**src/rtl/rv_defs.sv**
```systemverilog
// Shared RISC-V decode definitions: base opcodes, immediate-type codes and an XLEN legality check.
package rv_defs;

  localparam logic [6:0] OPC_LUI       = 7'b0110111;
  localparam logic [6:0] OPC_AUIPC     = 7'b0010111;
  localparam logic [6:0] OPC_JAL       = 7'b1101111;
  localparam logic [6:0] OPC_JALR      = 7'b1100111;
  localparam logic [6:0] OPC_BRANCH    = 7'b1100011;
  localparam logic [6:0] OPC_LOAD      = 7'b0000011;
  localparam logic [6:0] OPC_STORE     = 7'b0100011;
  localparam logic [6:0] OPC_OP_IMM    = 7'b0010011;
  localparam logic [6:0] OPC_OP        = 7'b0110011;
  localparam logic [6:0] OPC_MISC_MEM  = 7'b0001111;
  localparam logic [6:0] OPC_SYSTEM    = 7'b1110011;
  localparam logic [6:0] OPC_OP_IMM_32 = 7'b0011011;
  localparam logic [6:0] OPC_OP_32     = 7'b0111011;

  typedef enum logic [2:0] {
    IMM_U   = 3'd0,
    IMM_J   = 3'd1,
    IMM_I   = 3'd2,
    IMM_S   = 3'd3,
    IMM_B   = 3'd4,
    IMM_R   = 3'd5,
    IMM_Z   = 3'd6,
    IMM_ILL = 3'd7
  } imm_type_e;

  function automatic bit xlen_legal(input int unsigned xlen);
    return (xlen == 32) || (xlen == 64);
  endfunction

endpackage

```
**src/rtl/rv_skid_buffer.sv**
```systemverilog
// Valid/ready pipeline register with a one-deep skid slot; in_ready is registered (!skid_valid).
module rv_skid_buffer #(
  parameter int unsigned W = 8
) (
  input  logic         clk,
  input  logic         rst,
  input  logic         in_valid,
  output logic         in_ready,
  input  logic [W-1:0] in_data,
  output logic         out_valid,
  input  logic         out_ready,
  output logic [W-1:0] out_data
);

  logic         main_valid_q, main_valid_d;
  logic         skid_valid_q, skid_valid_d;
  logic         in_ready_q, in_ready_d;
  logic [W-1:0] main_data_q, main_data_d;
  logic [W-1:0] skid_data_q, skid_data_d;
  logic         accept;
  logic         main_free;

  always_comb begin
    accept       = in_valid & in_ready_q;
    main_free    = ~main_valid_q | out_ready;
    main_valid_d = main_valid_q;
    main_data_d  = main_data_q;
    skid_valid_d = skid_valid_q;
    skid_data_d  = skid_data_q;
    // accept implies skid empty, so the skid-refill and direct-load branches never collide
    if (main_free) begin
      if (skid_valid_q) begin
        main_valid_d = 1'b1;
        main_data_d  = skid_data_q;
        skid_valid_d = 1'b0;
      end else if (accept) begin
        main_valid_d = 1'b1;
        main_data_d  = in_data;
      end else begin
        main_valid_d = 1'b0;
      end
    end else if (accept) begin
      skid_valid_d = 1'b1;
      skid_data_d  = in_data;
    end
    in_ready_d = ~skid_valid_d;
  end

  always_ff @(posedge clk) begin
    if (rst) begin
      main_valid_q <= 1'b0;
      skid_valid_q <= 1'b0;
      in_ready_q   <= 1'b1;
      main_data_q  <= '0;
      skid_data_q  <= '0;
    end else begin
      main_valid_q <= main_valid_d;
      skid_valid_q <= skid_valid_d;
      in_ready_q   <= in_ready_d;
      main_data_q  <= main_data_d;
      skid_data_q  <= skid_data_d;
    end
  end

  assign in_ready  = in_ready_q;
  assign out_valid = main_valid_q;
  assign out_data  = main_data_q;

endmodule

```
**src/rtl/rv_imm_decode_stage.sv**
```systemverilog
// Opcode-driven immediate decode in front of a skid-buffered pipeline register.
// Optional: RV_IMM_ZICSR_EN decodes CSR*I encodings as type Z (zero-extended uimm).
module rv_imm_decode_stage
  import rv_defs::*;
#(
  parameter int unsigned XLEN = 32,
  parameter int unsigned PC_W = 32
) (
  input  logic            clk,
  input  logic            rst,
  input  logic            in_valid,
  output logic            in_ready,
  input  logic [31:0]     in_inst,
  input  logic [PC_W-1:0] in_pc,
  output logic            out_valid,
  input  logic            out_ready,
  output logic [XLEN-1:0] out_imm,
  output logic [2:0]      out_type,
  output logic [XLEN-1:0] out_target,
  output logic            out_illegal
);

  localparam int unsigned PW = 2 * XLEN + 4;

  if (!xlen_legal(XLEN) || (PC_W > XLEN)) begin : g_bad_cfg
    $error("rv_imm_decode_stage: XLEN must be 32 or 64 and PC_W <= XLEN");
  end

  logic [6:0]         opcode;
  imm_type_e          dec_type;
  logic signed [31:0] imm32;
  logic [XLEN-1:0]    dec_imm;
  logic [XLEN-1:0]    dec_target;
  logic [PW-1:0]      in_data;
  logic [PW-1:0]      out_data;

  always_comb begin
    opcode   = in_inst[6:0];
    dec_type = IMM_ILL;
    case (opcode)
      OPC_LUI, OPC_AUIPC:                         dec_type = IMM_U;
      OPC_JAL:                                    dec_type = IMM_J;
      OPC_BRANCH:                                 dec_type = IMM_B;
      OPC_STORE:                                  dec_type = IMM_S;
      OPC_JALR, OPC_LOAD, OPC_OP_IMM, OPC_MISC_MEM: dec_type = IMM_I;
      OPC_SYSTEM: begin
`ifdef RV_IMM_ZICSR_EN
        dec_type = in_inst[14] ? IMM_Z : IMM_I;
`else
        dec_type = IMM_I;
`endif
      end
      OPC_OP:        dec_type = IMM_R;
      OPC_OP_IMM_32: dec_type = (XLEN == 64) ? IMM_I : IMM_ILL;
      OPC_OP_32:     dec_type = (XLEN == 64) ? IMM_R : IMM_ILL;
      default:       dec_type = IMM_ILL;
    endcase

    // every format fits in 32 bits; the signed cast below widens to XLEN
    imm32 = '0;
    case (dec_type)
      IMM_U: imm32 = {in_inst[31:12], 12'b0};
      IMM_J: imm32 = {{12{in_inst[31]}}, in_inst[19:12], in_inst[20], in_inst[30:21], 1'b0};
      IMM_I: imm32 = {{20{in_inst[31]}}, in_inst[31:20]};
      IMM_S: imm32 = {{20{in_inst[31]}}, in_inst[31:25], in_inst[11:7]};
      IMM_B: imm32 = {{19{in_inst[31]}}, in_inst[31], in_inst[7], in_inst[30:25],
                      in_inst[11:8], 1'b0};
      IMM_Z: imm32 = {27'b0, in_inst[19:15]};
      default: imm32 = '0;
    endcase
    dec_imm = XLEN'(imm32);

    if ((dec_type == IMM_J) || (dec_type == IMM_B) || (opcode == OPC_AUIPC)) begin
      dec_target = XLEN'(in_pc) + dec_imm;
    end else begin
      dec_target = '0;
    end

    in_data = {(dec_type == IMM_ILL), dec_type, dec_imm, dec_target};
  end

  rv_skid_buffer #(
    .W(PW)
  ) u_skid (
    .clk      (clk),
    .rst      (rst),
    .in_valid (in_valid),
    .in_ready (in_ready),
    .in_data  (in_data),
    .out_valid(out_valid),
    .out_ready(out_ready),
    .out_data (out_data)
  );

  assign {out_illegal, out_type, out_imm, out_target} = out_data;

endmodule
```
**config.mk**
```make
export PLATFORM = sky130hd
export DESIGN_NAME = rv_imm_decode_stage
export DESIGN_NICKNAME = d
export VERILOG_FILES = /design/src/rtl/rv_defs.sv /design/src/rtl/rv_skid_buffer.sv /design/src/rtl/rv_imm_decode_stage.sv
export SDC_FILE = /design/constraint.sdc
export NUM_CORES = 1
export LEC_CHECK = 0
export ABC_AREA = 1
export BUFFER_PORTS_ARGS = -buffer_cell sky130_fd_sc_hd__buf_2
export CORE_ASPECT_RATIO = 1.5
export CORE_MARGIN = 10
export CORE_UTILIZATION = 49
export CTS_BUF_LIST = sky130_fd_sc_hd__clkbuf_8
export DETAILED_ROUTE_END_ITERATION = 16
export PLACE_DENSITY = 0.76
export SLEW_MARGIN = 0
export SYNTH_ARGS = -nofsm -noshare
export SYNTH_HDL_FRONTEND = slang
export SYNTH_SLANG_ARGS = --single-unit
```
**constraint.sdc**
```tcl
create_clock -name clk -period 8.65 [get_ports clk]
set_clock_uncertainty 0.2 [all_clocks]
set_input_delay 0.865 -clock clk [delete_from_list [all_inputs] [get_ports clk]]
set_output_delay 0.865 -clock clk [all_outputs]
set_load 0.02 [all_outputs]
```
-- After elaboration in Yosys (flattened, before gate mapping)
Cells that the tools add are included.
- register bits after elaboration: 139
- bits of input ports: 68
- output and inout bits: 70
- word-level logic and storage cells: 45
- add/subtract/negate cells: 1
- eq/ne operators: 17
- multiplexer cells: 9
- bitwise operators: 5
- reduce and logical (&&, ||, !) cells: 8
- operators with widths (cell ; count):
    $pmux W32 S6 ; 1
    $mux W68 ; 2
    $add A32 B32 Y32 ; 1
    $mux W32 ; 1
    $eq A7 B7 Y1 const B ; 4
    $eq A7 B6 Y1 const B ; 3
    $pmux W3 S6 ; 1
    $eq A7 B5 Y1 const B ; 2
    $eq A3 B3 Y1 const B ; 3
    $eq A7 B2 Y1 const B ; 1
    $eq A7 B4 Y1 const B ; 1
    $eq A3 B2 Y1 const B ; 2
    $reduce_or A5 Y1 ; 1
    $mux W1 ; 4
    $reduce_and A2 Y1 ; 2
    $eq A3 B1 Y1 const B ; 1
    $logic_not A3 Y1 ; 1
    $not A1 Y1 ; 3
    $logic_or A1 B1 Y1 ; 2
    $reduce_bool A2 Y1 ; 1
    $reduce_or A2 Y1 ; 1
    $and A1 B1 Y1 ; 1
    $or A1 B1 Y1 ; 1

-- Longest topological paths before layout
Gate-level depths: netlist (run 1).
- depth in word-level cells: 9
- depth in mapped cells: 27

-- Modules after synthesis
From an unflattened synthesis (run 1), not the netlist that was laid out.
- cells, all modules: 1549
- area, all modules: 9136.3 um2
- modules (own cells, without submodules) (module ; instances ; cells an instance ; area an instance (um2)):
    rv_skid_buffer ; 1 ; 1026 ; 6376.1
    rv_imm_decode_stage ; 1 ; 523 ; 2760.1

-- Worst setup path after synthesis (run 1)
OpenSTA, ideal clock, no wires.
- path kind: in2reg
- start: input in_inst[1]
- end: register u_skid.main_data_q[10] (netlist: u_skid.out_data[10])
- setup time: 132 ps
- arrival time: 3323 ps
- slack: 4994 ps
- stages: 21
- path buffers: 0
- cells stage by stage: nand2_1 inv_2 nand3_1 nand3_2 nor2_4 nor3_4 nand2_1 nand2_1 ha_1 fa_1 nand2_1 nand2_1 o21ai_2 o21ai_0 nand2_1 nand2_1 or2_2 nand3_1 nand2_1 o211ai_1 a21oi_1
- cells in the longest elaborated chain, start to end: 9
- elaborated cells on any way between the ends: 27
- those cells by class: add/sub (1); eq/ne (16); mux (5); reduce/logical (5)
- ends and longest elaborated chain (what ; line ; RTL):
    start: declaration ; rv_imm_decode_stage.sv:13 ; input logic [31:0] in_inst,
    $eq A7 B7 Y1 (tied with other cells) ; rv_imm_decode_stage.sv:40 ; case (opcode)
    $reduce_or A5 Y1 (no source line) / $reduce_or A2 Y1 (equally long branches) ; - ;
    $pmux W3 S6 (*) ; rv_imm_decode_stage.sv:40 ;
    $eq A3 B3 Y1 (tied with other cells) ; rv_imm_decode_stage.sv:61 ; case (dec_type)
    $pmux W32 S6 (*) ; rv_imm_decode_stage.sv:61 ;
    net dec_imm[0] ; rv_imm_decode_stage.sv:32 ; logic [XLEN-1:0] dec_imm;
    $add A32 B32 Y32 (*) ; rv_imm_decode_stage.sv:74 ; dec_target = XLEN'(in_pc) + dec_imm;
    $mux W32 (*) ; rv_imm_decode_stage.sv:73 ; if ((dec_type == IMM_J) || (dec_type == IMM_B) || (opcode == OPC_AUIPC)) begin
    $mux W68 (*) ; rv_skid_buffer.sv:36 ; end else if (accept) begin
    $mux W68 (*) ; rv_skid_buffer.sv:32 ; if (skid_valid_q) begin
    end signal: assignment ; rv_skid_buffer.sv:60 ; main_data_q <= main_data_d;
    end: declaration ; rv_skid_buffer.sv:18 ; logic [W-1:0] main_data_q, main_data_d;
The timed path passes the listed nets; every way through them passes the cells marked *. The select of a mux whose other input is x is not followed.
A chain may end at the register's enable or synchronous reset.

-- Final worst setup path (run 1)
Ends and elaborated chain as after synthesis.

==> qor.txt, run 1 <==
Cell variety after synth - 42
Vias - 8389
htree depth - 4
cell count after synthesis - 1257
Design Power - 1.46 mW
family with the most delay on the worst path - simple AND/OR/NAND/NOR gates
max-slew violation count - 0
total leakage power - 4.72 nW
Area growth syn-to-layout - 14.1%
Synth Cell Area - 8180 um^2
Port-buffer cells - 137
R2R setup slack - 6.09 ns
initial antenna violation count - 2
Mapped Nets - 1357
GRT Overall Usage - 0.225
Worst Path Required - 8.77 ns
fin util - 0.572
core footprint - 16300 um^2
Worst Hold Launch - u_skid.out_data[30]$_SDFFE_PP0P_
RSZ-0062 raised after global routing - false
Die W - 125 um
Max-slew headroom - 0.252
worst-margin pin slew - 1.12 ns
HP Class - reg -> reg
ys async rst share - 0
first-pass GRT wire length - 41000 um
DR pass1 iterations - 8
pin count of the biggest net entering global routing - 81
slowest CP cell - fa_1
Die H - 178 um
warnings from Yosys - 0
# rows - 57
fillers - 1640
Worst-Skew Late Latency - 0.47 ns
final wirelength - 25500 um
cell taking the most area after synthesis - dfxtp_1
Critical path buffers and inverters - 2
f_max - 253 MHz
drt wl/cell - 16.1 um
CTS clock-pin slew for the worst setup and hold paths - 0.08 ns
sequential share of the synthesized area - 0.340
IO Count - 138
critical path launch point type - primary input
hold depth - 2
total CTS buffers - 17
CP dominant cell by count - nand2_1
clk root buf - clkbuf_8
Initial Utilization - 0.501
FF+latch count, synth - 139
Max Root-Sink Buffers - 2
CTS sink count - 139
grt total ovfl - 0
Max FO, Critical Path - 5
Post-CTS Setup Repair Bufs - 0
commonest non-fill, non-tap cells in the layout - 314 x nand2_1, 207 x a21oi_1, 139 x dfxtp_1
pwr dens - 156 nW/um^2
placed wire-length estimate - 19200 um
Hold Path End - u_skid.out_data[30]$_SDFFE_PP0P_
setup TNS - 0 ns
post-CTS sizing - 0
Hold-fix buffers, CTS - 0
post-synth top area share - 0.340
worst-path cell chain - buf_2 -> nand2_1 -> inv_2 -> nand3_1 -> nand3_2 -> nor2_4 -> nor3_4 -> o21ai_1 -> nand2_1 -> fa_1 -> nand2_1 -> nand2_1 -> o21ai_2 -> o21ai_0 -> nand2_1 -> nand2_1 -> or2_2 -> nand3_1 -> nand2_1 -> o211ai_1 -> a21oi_1
Reg2Reg Capture Point - u_skid.out_data[47]$_SDFFE_PP0P_
Min Clock Period, post-route - 3.95 ns
status - finished clean
final hold vios - 0
critical path type - in -> reg
Avg Inst Size Synth - 6.51 um^2
Worst EP arrival - 4.07 ns
Die Area - 22400 um^2
count of final setup violators - 0
synth top area cells - dfxtp_1 34%, nand2_1 14%, a21oi_1 13%, o21ai_0 6.1%, inv_1 6.0%
routed vias/inst - 5.32
share of layout cells above drive strength 1 - 0.164
max_cap viols - 0
Nets - 1457
fin crit share - 0.457
critical path capture point type - register
vias in the first global route - 7979
Iter 0 DRT Violations - 549
Hold Slack - 0.261 ns
worst r2r src - u_skid.in_ready$_SDFF_PP1_
maximum VDD drop - 0.000107 V
Post-synth EDFFs - 0
ANT nets after route - 0
RD Place Congestion - 0.933
CTS tree - yes
most common cell after layout, fill and taps aside - nand2_1
top_reg_cell synth - dfxtp_1
worst stage delay on the critical path - 0.43 ns
Register-to-Register Path Depth - 7
DRC Markers - 0
state kept, by name, summed over array words and instances, names as in the netlist:
signal,cells
u_skid.out_valid,1
u_skid.in_ready,1
u_skid.skid_data_q,68
u_skid.out_data,68
u_skid.skid_valid_q,1
cells in the mapped netlist, drive strengths merged (4+ instances only):
library cell / n
buf: 12
nor4: 5
o21a: 4
o21bai: 9
inv: 138
a21oi: 209
nor2: 87
nor3: 8
clkbuf: 50
nand2: 332
nand3b: 6
nand3: 63
nand4: 4
or2: 11
dfxtp: 139
ha: 31
o211ai: 11
o21ai: 121
metal layers:
layer  global-route usage  vias up  part of all wire
met1                0.267     3792              0.43
li1                     -     4326                 -
met3               0.0458       35             0.052
met2                0.390      236              0.50
met5                    0        -                 0
met4               0.0828        0             0.024
tightest hold or removal path, stage by stage, from the launching register on:
cell and delay, ns:
dfxtp_1 0.31, nand2_1 0.06, a21oi_1 0.05
metrics by stage:
step	setup WS [ns]	area (um^2)	cells
detailed placement	4.27	8900	1544
CTS	4.77	9330	1576
floorplan	4.99	8180	1257
global route	4.35	9330	1578
global placement	4.28	8900	1544
finish	4.70	9330	1578
cell type report:
class / instances / area [um^2] / share of cell area
Multi-Input combinational cell: 915 / 4600 / 0.493
Sequential cell: 139 / 2780 / 0.298
Tap cell: 206 / 258 / 0.0276
Clock buffer: 19 / 262 / 0.0280
Timing Repair Buffer: 143 / 731 / 0.0783
Inverter: 141 / 531 / 0.0568
Antenna cell: 2 / 5.00 / 0.000536
Clock inverter: 13 / 165 / 0.0177
report_power, final:
group | total (mW) | internal [mW] | switching [mW] | leakage [nW]
Sequential | 0.668 | 0.660 | 0.00829 | 1.13
Clock | 0.573 | 0.302 | 0.272 | 0.205
Combinational | 0.218 | 0.0692 | 0.149 | 3.38
worst max path at each step:
stage                     cells after the start  startpoint  slack, ns                               end
final                                        21  in_inst[1]       4.70  u_skid.out_data[10]$_SDFFE_PP0P_
after global routing                         21  in_inst[1]       4.35  u_skid.out_data[10]$_SDFFE_PP0P_
after CTS                                    21  in_inst[1]       4.77  u_skid.out_data[10]$_SDFFE_PP0P_
after detailed placement                     21  in_inst[1]       4.27  u_skid.out_data[10]$_SDFFE_PP0P_
after global placement                       20  in_inst[1]       4.28  u_skid.out_data[14]$_SDFFE_PP0P_
after floorplan                              21  in_inst[1]       4.99  u_skid.out_data[10]$_SDFFE_PP0P_
cells by family after synthesis:
kind of cell / after synthesis / share of synthesized area
simple gates: 516 / 0.274
fa+ha+maj: 32 / 0.0499
flops: 139 / 0.340
buf+inv: 203 / 0.0978
compound gates: 363 / 0.233
xor+xnor: 4 / 0.00428
Note: power is estimated with default switching activity, not from simulation.
==> inputs of run 2 (changes only) <==
Clock period 8.65 ns to 3.9 ns, I/O delays scaled along.
==> qor.txt, run 2 (same netlist as run 1, synthesis figures left out) <==
Die Area - 22400 um^2
worst-margin pin slew - 0.751 ns
HP Class - in -> reg
fin crit share - 0.845
DRC Markers - 0
Die H - 178 um
grt total ovfl - 0
fin util - 0.576
commonest non-fill, non-tap cells in the layout - 314 x nand2_1, 207 x a21oi_1, 139 x dfxtp_1
Clk network pwr share - 0.388
post-CTS sizing - 0
Max FO, Critical Path - 5
Die W - 125 um
Iter 0 DRT Violations - 674
final hold vios - 0
internal power - 2.27 mW
setup TNS - 0 ns
status - finished clean
f_max - 303 MHz
R2R setup slack - 1.88 ns
pin count of the biggest net entering global routing - 71
worst r2r src - u_skid.skid_valid_q$_SDFF_PP0_
critical path launch point type - primary input
critical path capture point type - register
Area growth syn-to-layout - 15.1%
Min Clock Period, post-route - 3.30 ns
routed vias/inst - 5.46
Vias - 8658
share of layout cells above drive strength 1 - 0.168
core footprint - 16300 um^2
placed wire-length estimate - 19700 um
first-pass GRT wire length - 41400 um
maximum VDD drop - 0.000232 V
pwr dens - 343 nW/um^2
RD Place Congestion - 0.944
Combinational Power Share - 0.153
count of final setup violators - 0
Register-to-Register Path Depth - 7
Worst Path Required - 4.03 ns
Seq pwr share - 0.459
IO Count - 138
# rows - 57
Port-buffer cells - 137
Max-slew headroom - 0.499
design area - 9410 um^2
CTS sink count - 139
drt wl/cell - 16.4 um
CTS tree - yes
crit path from - in_inst[1]
dpl cell area - 8980 um^2
Hold Slack - 0.0707 ns
ANT nets after route - 0
GRT Overall Usage - 0.228
vias in the first global route - 8232
Worst EP arrival - 3.43 ns
most common cell after layout, fill and taps aside - nand2_1
final wirelength - 26000 um
Reg2Reg Capture Point - u_skid.out_data[6]$_SDFFE_PP0P_
Worst-Skew Late Latency - 0.46 ns
RSZ-0062 raised after global routing - false
critical path type - in -> reg
clk root buf - clkbuf_8
Switching Share - 0.296
CTS clock-pin slew for the worst setup and hold paths - 0.09 ns
max_cap viols - 0
P_sw - 0.955 mW
Worst Setup EP - u_skid.out_data[10]$_SDFFE_PP0P_
total leakage power - 4.77 nW
DR pass1 iterations - 5
htree depth - 4
max-slew violation count - 0
Design Power - 3.23 mW
Initial Utilization - 0.501
total CTS buffers - 17
initial antenna violation count - 1
Max Root-Sink Buffers - 2
Nets - 1465
-- run 2: cell count changes in the layout (fill, tap and decap cells not counted), sizes merged --
| cell | change |
|---|---|
| clkinv | +3 |
| clkbuf | -1 |
| buf | +7 |
| clkinvlp | -2 |
| dlygate4sd3 | +1 |
| diode | -1 |
-- run 2: how the worst min path moves through the flow --
stage                     slack, ns                                start                             endpoint  cells after the start
after global routing           0.10                          in_inst[29]  u_skid.skid_data_q[41]$_SDFFE_PP0P_                      3
after CTS                      0.06                             in_valid        u_skid.out_valid$_SDFFE_PP0P_                      3
after floorplan                0.24  u_skid.skid_data_q[67]$_SDFFE_PP0P_  u_skid.skid_data_q[67]$_SDFFE_PP0P_                      2
after detailed placement       0.25     u_skid.out_data[56]$_SDFFE_PP0P_     u_skid.out_data[56]$_SDFFE_PP0P_                      2
final                          0.07                             in_valid        u_skid.out_valid$_SDFFE_PP0P_                      3
after global placement         0.25     u_skid.out_data[30]$_SDFFE_PP0P_     u_skid.out_data[30]$_SDFFE_PP0P_                      2
-- run 2: cell type report --
| cell class | count | area, um^2 |
|---|---|---|
| Antenna cell | 1 | 2.50 |
| Clock buffer | 18 | 248 |
| Clock inverter | 14 | 169 |
| Fill cell | 1626 | 6920 |
| Inverter | 141 | 531 |
| Multi-Input combinational cell | 915 | 4600 |
| Sequential cell | 139 | 2780 |
| Tap cell | 206 | 258 |
| Timing Repair Buffer | 151 | 818 |
-- run 2: worst max-delay path, cell delays in order --
cell and delay [ns]:
buf_2 0.11, nand2_1 0.10, inv_2 0.06, nand2_1 0.10, inv_1 0.06, nand2_1 0.07, nand3_2 0.14, nor2_4 0.19
nor3_4 0.06, o21ai_1 0.22, nand2_1 0.16, fa_1 0.43, nand2_1 0.10, nand2_1 0.07, o21ai_2 0.10, o21ai_0 0.20
nand2_1 0.10, nand2_1 0.14, or2_2 0.31, nand3_1 0.09, nand2_1 0.07, o211ai_1 0.08, a21oi_1 0.08
-- run 2: repair_timing --
action,4_1_cts,5_1_grt
endpoints found under the hold margin,1,0
setup endpoints to repair,0,0
buffers inserted,0,0
hold buffers,1,0
-- run 2: power groups by stage --
stage                     Clock (mW)  Sequential (mW)  Combinational, mW
final                           1.25             1.48              0.495
after CTS                       1.27             1.48              0.492
after global placement             0             1.51              0.485
after detailed placement           0             1.51              0.488
after floorplan                    0             1.53              0.307
after global routing            1.33             1.49              0.550
-- run 2: metal layers --
metal  track usage  vias to the layer above  part of all wire
met2         0.405                      290              0.50
met3        0.0455                       54             0.061
met4         0.111                        0             0.034
li1              -                     4337                 -
met1         0.255                     3977              0.40
met5             0                        -                 0
-- run 2: stage by stage --
| step | worst slack [ns] | cells |
|---|---|---|
| CTS | 0.636 | 1584 |
| floorplan | 0.719 | 1257 |
| finish | 0.603 | 1585 |
| detailed placement | 0.179 | 1551 |
| global placement | 0.129 | 1551 |
| global route | 0.236 | 1585 |
==> inputs of run 3 (changes only) <==
Clock period 3.9 ns to 3.4 ns, I/O delays scaled along.
==> qor.txt, run 3 (same netlist as run 1, synthesis figures left out) <==
ANT nets after route - 0
count of final setup violators - 0
Worst Path Required - 3.53 ns
worst r2r src - u_skid.skid_valid_q$_SDFF_PP0_
share of layout cells above drive strength 1 - 0.213
Post-CTS Setup Repair Bufs - 0
Max FO, Critical Path - 5
vias in the first global route - 8567
placed wire-length estimate - 20200 um
first-pass GRT wire length - 42400 um
Max-slew headroom - 0.516
Worst EP arrival - 3.18 ns
slowest CP cell - fa_1
f_max - 328 MHz
Multi-input gate area - 4610 um^2
Die Area - 22400 um^2
Port-buffer cells - 137
commonest non-fill, non-tap cells in the layout - 314 x nand2_1, 207 x a21oi_1, 139 x dfxtp_1
Worst-Skew Late Latency - 0.47 ns
Die H - 178 um
final wirelength - 26400 um
routed vias/inst - 5.30
initial antenna violation count - 0
clk root buf - clkbuf_8
internal power - 2.76 mW
R2R setup slack - 1.38 ns
P_sw - 1.10 mW
DRC Markers - 0
critical path type - in -> reg
most common cell after layout, fill and taps aside - nand2_1
Min Clock Period, post-route - 3.05 ns
FF+latch area - 2780 um^2
hold depth - 3
Iter 0 DRT Violations - 589
Seq pwr share - 0.440
grt total ovfl - 0
total CTS buffers - 17
GRT Overall Usage - 0.232
worst stage delay on the critical path - 0.43 ns
drt wl/cell - 15.9 um
Initial Utilization - 0.501
htree depth - 4
CP dominant cell by count - nand2_1
worst-path cell chain - buf_2 -> nand2_1 -> inv_2 -> buf_4 -> nand3_1 -> nand2_1 -> nor2_4 -> nor3_4 -> o21ai_1 -> nand2_1 -> fa_1 -> nand2_1 -> nand2_1 -> o21ai_2 -> o21ai_2 -> nand2_1 -> nand2_1 -> or2_2 -> nand3_1 -> nand2_1 -> o211ai_1 -> a21oi_1
HP Class - in -> reg
DR pass1 iterations - 5
setup slack at placement - -0.241 ns
Combinational Power Share - 0.164
Nets - 1541
IO Count - 138
RSZ-0062 raised after global routing - false
max-slew violation count - 0
# rows - 57
Reg2Reg Capture Point - u_skid.out_data[21]$_SDFFE_PP0P_
maximum VDD drop - 0.000347 V
final hold vios - 0
max_cap viols - 0
core footprint - 16300 um^2
Max Root-Sink Buffers - 2
worst-margin pin slew - 0.724 ns
Hold Slack - 0.0350 ns
CTS clock-pin slew for the worst setup and hold paths - 0.08 ns
Switching Share - 0.286
critical path launch point type - primary input
status - finished clean
fin crit share - 0.898
CTS sink count - 139
pin count of the biggest net entering global routing - 64
CTS tree - yes
PnR worst setup slack - 0.348 ns
Vias - 8805
Register-to-Register Path Depth - 5
Die W - 125 um
Area growth syn-to-layout - 22.9%
fillers - 1558
Hold Path End - u_skid.skid_data_q[41]$_SDFFE_PP0P_
critical path capture point type - register
RD Place Congestion - 0.938
Worst Hold Launch - in_inst[29]
Clk network pwr share - 0.396
total leakage power - 5.17 nW
pwr dens - 385 nW/um^2
run 3: changes by cell type in the layout (fill, tap and decap cells not counted), sizes merged:
| cell | change |
|---|---|
| clkinv | -3 |
| buf | +76 |
| clkinvlp | -1 |
| inv | +2 |
| clkbuf | +1 |
| bufinv | +1 |
run 3: final cells by class:
type,count,area share
Multi-Input combinational cell,915,0.459
Sequential cell,139,0.277
Timing Repair Buffer,227,0.141
Inverter,141,0.0528
Clock buffer,19,0.0260
Tap cell,206,0.0256
Clock inverter,13,0.0188
Antenna cell,1,0.000249
run 3: metal layers:
| metal | vias up | share of wire | global-route usage |
|---|---|---|---|
| met5 | - | 0 | 0 |
| met1 | 3990 | 0.41 | 0.257 |
| li1 | 4496 | - | - |
| met2 | 267 | 0.50 | 0.414 |
| met3 | 52 | 0.060 | 0.0538 |
| met4 | 0 | 0.032 | 0.0991 |
run 3: worst max path at each step:
| stage | slack [ns] | start | cells past startpoint | end |
|---|---|---|---|---|
| 2_1_floorplan | 0.27 | in_inst[1] | 21 | u_skid.out_data[10]$_SDFFE_PP0P_ |
| 3_3_place_gp | -0.20 | in_inst[1] | 24 | u_skid.out_data[10]$_SDFFE_PP0P_ |
| 3_5_place_dp | -0.24 | in_inst[1] | 24 | u_skid.out_data[10]$_SDFFE_PP0P_ |
| 4_1_cts | 0.25 | in_inst[1] | 24 | u_skid.out_data[10]$_SDFFE_PP0P_ |
| 5_1_grt | 0.005 | in_inst[1] | 24 | u_skid.out_data[31]$_SDFFE_PP0P_ |
| 6_report | 0.35 | in_inst[1] | 22 | u_skid.out_data[10]$_SDFFE_PP0P_ |
run 3: repair_timing:
item | 4_1_cts | 5_1_grt
hold buffers | 1 | 0
resized for setup | 0 | 4
setup endpoints to repair | 0 | 8
hold endpoints to repair | 1 | 0
run 3: critical path, delay by kind of cell:
family	cells	cell delay [ns]
buf+inv	3	0.29
simple gates	13	1.53
fa+ha+maj	1	0.43
compound gates	5	0.59
run 3: power groups by stage:
stage | logic [mW] | clock network [mW] | registers [mW]
finish | 0.634 | 1.53 | 1.70
global route | 0.705 | 1.62 | 1.71
detailed placement | 0.625 | 0 | 1.74
CTS | 0.630 | 1.55 | 1.70
floorplan | 0.352 | 0 | 1.76
global placement | 0.619 | 0 | 1.74
run 3: metrics by stage:
stage	std cells	power, mW	utilization	TNS, ns	area (um^2)
6_report	1661	3.87	0.615	0	10100
5_1_grt	1660	4.03	0.615	0	10000
4_1_cts	1660	3.88	0.614	0	10000
3_5_place_dp	1627	2.36	0.586	-1.89	9580
3_3_place_gp	1627	2.35	0.586	-1.19	9580
2_1_floorplan	1257	2.11	-	0	8180
